## src/rtl/tone_pkg.sv

```systemverilog
// tone_pkg: shared definitions for the tone generator.
//   - wave_sel encodings
//   - envelope state enum
//   - noise LFSR seed, taps and single-step function
package tone_pkg;

    localparam logic [1:0] WAVE_SQUARE = 2'd0;
    localparam logic [1:0] WAVE_SAW    = 2'd1;
    localparam logic [1:0] WAVE_TRI    = 2'd2;
    localparam logic [1:0] WAVE_NOISE  = 2'd3;

    typedef enum logic [1:0] {
        ENV_IDLE,
        ENV_ATTACK,
        ENV_SUSTAIN,
        ENV_RELEASE
    } env_state_t;

    localparam logic [15:0] LFSR_SEED = 16'hACE1;
    localparam logic [15:0] LFSR_TAPS = 16'hB400;

    // Galois LFSR, right shift: taps are folded in when the bit shifted out is 1.
    function automatic logic [15:0] lfsr_next(input logic [15:0] s);
        return (s >> 1) ^ (s[0] ? LFSR_TAPS : 16'h0000);
    endfunction

endpackage

```

## src/rtl/tone_env.sv

```systemverilog
// tone_env: linear attack/release envelope, advanced once per sample strobe.
// Ports:
//   clk, reset    clock and synchronous active-high reset
//   stb           sample strobe; the envelope only moves on this cycle
//   gate          note on (1) / off (0), sampled at stb
//   attack_step   increment per sample while gated; 0 jumps straight to max
//   release_step  decrement per sample after gate drops; 0 jumps straight to 0
//   env           current envelope level (0 .. 2^EW-1)
//   busy          envelope not idle, registered together with env
module tone_env
    import tone_pkg::*;
#(
    parameter int EW = 8
) (
    input  logic          clk,
    input  logic          reset,
    input  logic          stb,
    input  logic          gate,
    input  logic [EW-1:0] attack_step,
    input  logic [EW-1:0] release_step,
    output logic [EW-1:0] env,
    output logic          busy
);

    localparam logic [EW-1:0] ENV_MAX = '1;

    env_state_t    state;
    env_state_t    state_nxt;
    logic [EW-1:0] env_nxt;
    logic [EW:0]   sum;

    // One extra bit so the attack add cannot wrap before it is compared with max.
    assign sum = {1'b0, env} + {1'b0, attack_step};

    // NOTE: every output of this block gets a default first, so no latch is inferred.
    always_comb begin
        state_nxt = state;
        env_nxt   = env;
        if (gate) begin
            if (attack_step == '0 || sum >= {1'b0, ENV_MAX}) begin
                env_nxt   = ENV_MAX;
                state_nxt = ENV_SUSTAIN;
            end else begin
                env_nxt   = sum[EW-1:0];
                state_nxt = ENV_ATTACK;
            end
        end else begin
            // Retrigger falls out naturally: the gated branch starts from whatever env is.
            if (release_step == '0 || env <= release_step) begin
                env_nxt   = '0;
                state_nxt = ENV_IDLE;
            end else begin
                env_nxt   = env - release_step;
                state_nxt = ENV_RELEASE;
            end
        end
    end

    // NOTE: state registers use non-blocking assignments so every flop samples pre-edge values.
    always_ff @(posedge clk) begin
        if (reset) begin
            state <= ENV_IDLE;
            env   <= '0;
            busy  <= 1'b0;
        end else if (stb) begin
            state <= state_nxt;
            env   <= env_nxt;
            busy  <= (state_nxt != ENV_IDLE);
        end
    end

endmodule

```

## src/rtl/tone_gen.sv

```systemverilog
// tone_gen: phase-accumulator oscillator feeding an N-bit PWM DAC.
// A new sample is issued once per PWM period (when the local period counter
// wraps together with the DAC counter), so t_on never changes mid-period.
// Ports:
//   clk, reset    clock and synchronous active-high reset
//   fs_clk        tick enable shared with the DAC
//   freq_word     phase increment per sample
//   wave_sel      0 square, 1 saw, 2 triangle, 3 noise
//   gate          note on/off for the envelope
//   attack_step   envelope increment per sample (0 = instant)
//   release_step  envelope decrement per sample (0 = instant)
//   t_on          scaled sample to the DAC
//   sample_stb    one-cycle pulse in the cycle after t_on updates
//   busy          envelope not idle
module tone_gen
    import tone_pkg::*;
#(
    parameter int N  = 8,
    parameter int PW = 16,
    parameter int EW = 8
) (
    input  logic          clk,
    input  logic          reset,
    input  logic          fs_clk,
    input  logic [PW-1:0] freq_word,
    input  logic [1:0]    wave_sel,
    input  logic          gate,
    input  logic [EW-1:0] attack_step,
    input  logic [EW-1:0] release_step,
    output logic [N-1:0]  t_on,
    output logic          sample_stb,
    output logic          busy
);

    logic [N-1:0]    ctr;
    logic            stb;
    logic [PW-1:0]   phase;
    logic [15:0]     lfsr;
    logic [N-1:0]    tri_q;
    logic [N-1:0]    raw;
    logic [N-1:0]    raw_q;
    logic [EW-1:0]   env;
    logic [N+EW-1:0] product;
    logic [N-1:0]    scaled;

    // Period strobe: last tick of the PWM period, aligned with the DAC's own wrap.
    assign stb = fs_clk && (ctr == '1);

    assign tri_q = phase[PW-2 -: N];

    always_comb begin
        raw = '0;
        case (wave_sel)
            WAVE_SQUARE: raw = phase[PW-1] ? '0 : '1;
            WAVE_SAW:    raw = phase[PW-1 -: N];
            WAVE_TRI:    raw = phase[PW-1] ? ~tri_q : tri_q;
            WAVE_NOISE:  raw = lfsr[15 -: N];
            default:     raw = '0;
        endcase
    end

    // Full scale passes the sample through untouched so max amplitude reaches 2^N-1.
    assign product = {{EW{1'b0}}, raw_q} * {{N{1'b0}}, env};
    assign scaled  = (env == '1) ? raw_q : product[N+EW-1 -: N];

    // The waveform value is captured one sample ahead of scaling: t_on combines the
    // previously captured waveform value with the current (pre-update) envelope.
    always_ff @(posedge clk) begin
        if (reset) begin
            ctr        <= '0;
            phase      <= '0;
            lfsr       <= LFSR_SEED;
            raw_q      <= '0;
            t_on       <= '0;
            sample_stb <= 1'b0;
        end else begin
            sample_stb <= stb;
            if (fs_clk) begin
                ctr <= ctr + N'(1);
            end
            if (stb) begin
                t_on  <= scaled;
                raw_q <= raw;
                phase <= phase + freq_word;
                lfsr  <= lfsr_next(lfsr);
            end
        end
    end

    tone_env #(
        .EW(EW)
    ) u_env (
        .clk          (clk),
        .reset        (reset),
        .stb          (stb),
        .gate         (gate),
        .attack_step  (attack_step),
        .release_step (release_step),
        .env          (env),
        .busy         (busy)
    );

endmodule
```

## config.mk

```make
export PLATFORM = sky130hd
export DESIGN_NAME = tone_gen
export DESIGN_NICKNAME = d
export VERILOG_FILES = /design/src/rtl/tone_pkg.sv /design/src/rtl/tone_env.sv /design/src/rtl/tone_gen.sv
export SDC_FILE = /design/constraint.sdc
export NUM_CORES = 1
export LEC_CHECK = 0
export CORE_MARGIN = 3
export CORE_UTILIZATION = 30
export CTS_CLUSTER_SIZE = 14
export DETAILED_ROUTE_END_ITERATION = 10
export HOLD_SLACK_MARGIN = 0.12
export PLACE_DENSITY = 0.52
export SLEW_MARGIN = 15
export SYNTH_ARGS = -nofsm -noshare
export SYNTH_HDL_FRONTEND = slang
export SYNTH_SLANG_ARGS = --single-unit
export TNS_END_PERCENT = 100
```

## constraint.sdc

```tcl
create_clock -name clk -period 7.7 [get_ports clk]
set_input_delay 0.77 -clock clk [delete_from_list [all_inputs] [get_ports clk]]
set_output_delay 0.77 -clock clk [all_outputs]
set_load 0.005 [all_outputs]
```

Word-level counts from Yosys, hierarchy flattened
Index checks and enable logic that the tools add are counted.

cells by class
  add/subtract/negate cells = 4
  $mul = 1
  $lt $le $gt $ge = 2
  eq/ne operators = 5
  mux-type cells = 11
  bitwise gates (word level) = 2
  reductions and logical operators = 7

operator list
  operator                                             number
  two-way mux 8 bit                                    6
  case mux 8 bit (4 select lines)                      1
  adder 16 bit                                         1
  == test 8 bit, second input constant                 2
  logical NOT 8 bit                                    2
  multiplier 8 x 8 -> 16 bit                           1
  two-way mux 16 bit                                   1
  XOR 15 x 16 -> 16 bit                                1
  adder 8 x 8 -> 9 bit                                 1
  >= comparator 9 x 8 -> 1 bit, second input constant  1
  adder 8 x 1 -> 8 bit, second input constant          1
  less-or-equal comparator 8 bit                       1
  NOT 8 bit                                            1
  subtractor 8 bit                                     1
  two-way mux 2 bit                                    3
  == test 2 bit, second input constant                 2
  == test 2 x 1 -> 1 bit, second input constant        1
  logical NOT 2 bit                                    1
  logical OR 1 bit                                     2
  nonzero test 2 bit                                   1
  logical AND 1 bit                                    1

storage, ports and cells
  register bits = 66
  bits of input ports = 38
  output and inout port bits = 10
  logic and storage cells = 40

Logic depth before layout (Yosys ltp)
  depth after elaboration = 6
  mapped depth = 17
  gate-level depth less buffers = 16

Cells and area by module
Synthesis repeated with hierarchy kept, for this count alone.

unflattened totals
  cells, all modules = 724
  area total of the unflattened synthesis = 6148.4 sq um

modules (own cells, without submodules)
  module    instances  cells each  area each (sq um)  sequential area each (sq um)
  tone_gen  1          573         4949.7             1141.1
  tone_env  1          151         1198.6             180.2

Worst setup path before layout
Ideal clock, no wire load.

  kind = reg-to-reg
  from = reg raw_q[3]
  to = reg t_on[3]
  library setup time = 0.103 ns
  data arrival time = 4.229 ns
  required time = 7.597 ns
  setup slack = 3.368 ns
  stages on the path, launching flop included = 15
  path buffers = 1
  clock period less this slack = 4.332 ns
  path through = dfxtp_1 > clkbuf_1 > and2_1 > fa_1 > fa_1 > fa_1 > inv_1 > fa_1 > inv_1 > ha_1 > o2111a_1 > a221oi_4 > o21bai_4 > xnor2_1 > a2111oi_2

between the ends
  longest elaborated chain between the ends = 2

ends and longest elaborated chain
  element                     RTL line        source
  from (decl)                 tone_gen.sv:41  logic [N-1:0] raw_q;
  from (signal assigned)      tone_gen.sv:83  raw_q <= raw;
  multiplier 8 x 8 -> 16 bit  tone_gen.sv:63  assign product = {{EW{1'b0}}, raw_q} * {{N{1'b0}}, env};
  two-way mux 8 bit (*)       tone_gen.sv:64  assign scaled = (env == '1) ? raw_q : product[N+EW-1 -: N];
  to (signal assigned)        tone_gen.sv:82  t_on <= scaled;
  to (decl)                   tone_gen.sv:30  output logic [N-1:0] t_on,

Every way passes the cells marked *; elsewhere a longest branch is shown, timed or not.
A chain may end at the register's enable or synchronous reset.

Worst setup path in the final report
  from = reg u_env.env[5]
  to = reg t_on[3]

between the ends
  longest elaborated chain between the ends = 2
  elaborated cells on any way between the ends = 3
  those cells by class = mul (1); eq/ne (1); mux (1)

ends and longest elaborated chain
  element                                                      RTL line                        source
  from (decl)                                                  tone_env.sv:21                  output logic [EW-1:0] env,
  from (signal assigned)                                       tone_env.sv:67                  env <= env_nxt;
  multiplier 8 x 8 -> 16 bit or == test 8 bit (tied branches)  tone_gen.sv:63, tone_gen.sv:64
  two-way mux 8 bit (*)                                        tone_gen.sv:64

Marks and branches as above.

==> results.json <==
{
  "outcome": "finished clean",
  "cts_sinks": 66,
  "maxSlewViolCount": 0,
  "drc_errors": 0,
  "antenna_found_initial": 0,
  "syn_to_final_growth_pct": 15.5,
  "cts.path.max_buffers": 2,
  "final_util": 0.356,
  "ant_nets": 0,
  "cpMaxStageDelayCell": "dfxtp_1",
  "ys_ff_latch": 66,
  "root_buffer": "clkbuf_16",
  "drt-wirelength-per-cell_um": 15.1,
  "hp-class": "reg2reg",
  "final.setup.tns_ns": 0,
  "netlist_area_um2": 6270,
  "post-cts-setup-buffers": 0,
  "rows": 52,
  "synthTopCellsByArea": "dfxtp_1 21%, ha_1 13%, fa_1 12%",
  "start_kind": "register",
  "dieArea_um2": 22700,
  "design_area_um2": 7240,
  "grt_pass1_wl_um": 26200,
  "clk-insertion-delay-late_ns": 0.34,
  "viasPerCell": 4.98,
  "p_per_area_nw_per_um2": 119,
  "crit_family": "adder cells",
  "postCtsHoldBufs": 0,
  "vias": 5164,
  "worst_ir_drop_vdd_v": 0.000115,
  "routed_wl_um": 15600,
  "n_fill_cell": 2120,
  "die_x_um": 151,
  "initial_core_util": 0.308,
  "synth_edf_count": 0,
  "h-tree-depth": 3,
  "hold_viol_final": 0,
  "seq_area_frac_synth": 0.211,
  "crit_chain": "and2_1 -> fa_1 -> fa_1 -> fa_1 -> inv_1 -> fa_1 -> inv_1 -> ha_1 -> o2111a_1 -> a221oi_4 -> o21bai_4 -> xnor2_1 -> a2111oi_2",
  "synth_nets": 877,
  "yosys_warnings": 0,
  "ff2ff_setup_slack_ns": 3.04,
  "fin_nets": 903,
  "drive_above_1_share": 0.0613,
  "portBuffers": 47,
  "worstPathArrival_ns": 4.90,
  "fmax_mhz": 215,
  "first_pass_iters": 4,
  "cts_tree": "done",
  "worst_pin_slew_ns": 0.986,
  "maxSlewHeadroom": 0.342,
  "rsz0062_at_grt": "no",
  "synth_top_area_cell": "dfxtp_1",
  "gr-total-overflow": 0,
  "ys.flop_type": "dfxtp_1",
  "crit_path_end_kind": "register",
  "synth_top_area_share": 0.211,
  "cts_buffers": 9,
  "ys_async_sr_fraction": 0,
  "synth_cells": 736,
  "avgSynthCellArea_um2": 8.52,
  "coreArea_um2": 20400,
  "globalplace.congestion": 0.817,
  "clk_pin_slew_ns": 0.06,
  "ioPinCount": 48,
  "cts-resized-gates": 0,
  "cp_max_fo": 12,
  "cpPeakStageDelay_ns": 0.60,
  "multi_input_area_um2": 4570,
  "die_y_um": 151,
  "p_leak_uw": 0.00324,
  "layout_worst_path_cycle_share": 0.605,
  "placed_area_um2": 6920,
  "finalSetupViolations": 0,
  "power_uw": 862,
  "track_usage": 0.146,
  "period_minus_slack_ns": 4.66,
  "grt_max_degree": 58,
  "crit_top_cell": "fa_1",
  "whs_ns": 0.451,
  "cp_num_buf_inv": 2,
  "grt_pass1_vias": 5156,
  "ys_types": 68,
  "worstSetupPathType": "reg2reg",
  "detailed_place_hpwl_um": 11400,
  "fin_skew_ns": 0.00908,
  "initialDrtViolationCount": 202,
  "maxCapViolations": 0,
  "critPathRequiredTime_ns": 7.94,
  "register_area_um2": 1320,
  "diodes": 0
}
-- final cells by class --
type,instances,area share
timing repair buffer,50,0.0674
multi-input combinational,580,0.631
sequential,66,0.182
tap,270,0.0466
clock inverter,6,0.0126
clock buffer,10,0.0316
inverter,55,0.0285
-- path summary, 6_finish.rpt --
check	endpoint	startpoint	depth (start not counted)
worst max register to register	t_on[3]	u_env.env[5]	13
worst min register to register	lfsr[1]	lfsr[1]	2
worst min-delay path	lfsr[1]	lfsr[1]	2
worst max-delay path	t_on[3]	u_env.env[5]	13
-- layout by cell type, fill, tap and decap left out, types with 9 or more instances in the layout --
master,count
nand2_1,68
dfxtp_1,66
ha_1,65
inv_1,55
a21oi_1,53
and2_1,46
clkdlybuf4s50_1,46
nor2_1,44
fa_1,38
o21ai_0,32
xnor2_1,23
nor3_1,20
a211oi_1,20
xor2_1,16
nand3_1,15
a21o_1,14
clkbuf_16,9
-- tightest hold or removal path: stages, from the launching register on --
cell and delay (ns):
dfxtp_1 0.31, nand2_1 0.05, a21oi_1 0.05
-- per-layer routing --
metal / up-vias / track usage / share of wire
li1: 2650 / - / -
met1: 2430 / 0.195 / 0.49
met2: 62 / 0.239 / 0.47
met3: 22 / 0.0268 / 0.030
met4: 0 / 0.0444 / 0.018
met5: - / 0 / 0
-- state kept, by name, summed over array words and instances, names as in the netlist --
register / flops
lfsr: 16
phase: 16
ctr: 8
raw_q: 8
t_on: 8
u_env.env: 8
sample_stb: 1
u_env.busy: 1
-- cell usage after synthesis, types with 2 or more instances --
cell type	instances
a31oi_1	4
mux2_2	7
o21a_1	6
xor2_1	16
clkbuf_1	17
nor2_1	44
fa_1	38
o211ai_1	3
mux2i_1	2
ha_1	65
or4_1	3
buf_4	3
nand2_1	68
o31a_1	4
inv_1	55
o211a_1	2
o21bai_1	5
nor2b_1	3
dfxtp_1	66
a22oi_1	7
a31o_2	3
and2_2	5
a21o_1	14
buf_6	2
or3_1	5
nand3b_1	7
and3_1	4
nand4_1	6
nand3_1	15
o21ai_0	32
a211o_1	3
a311o_1	2
o2111a_1	3
nor2b_4	2
and2_1	46
a211oi_1	20
nor3_1	20
nand2b_1	6
xnor2_1	23
nor4_1	4
a21oi_1	53
and4_1	5
buf_2	13
-- power by group --
| part | switching [uW] | total [uW] | internal, uW |
|---|---|---|---|
| sequential | 1.43 | 344 | 343 |
| combinational | 34.7 | 69.6 | 34.9 |
| clock | 164 | 448 | 285 |
-- cell families (layout without fill, tap and decap cells) --
logic type,Yosys count,after routing,synth area share
buffers and inverters,90,121,0.0607
AND/OR/NAND/NOR,250,250,0.209
XOR/XNOR,39,39,0.0545
adder cells (fa/ha/maj),103,103,0.251
flip-flops,66,66,0.211
AO/OA/AOI/OAI,179,179,0.198
multiplexers,9,9,0.0158
-- metrics by stage --
stage	setup slack (ns)	std cells
2_1_floorplan	3.37	736
5_1_grt	2.78	1037
3_5_place_dp	3.02	1021
3_3_place_gp	3.12	1021
4_1_cts	3.00	1037
6_report	3.04	1037
(Power assumes the default switching activity.)
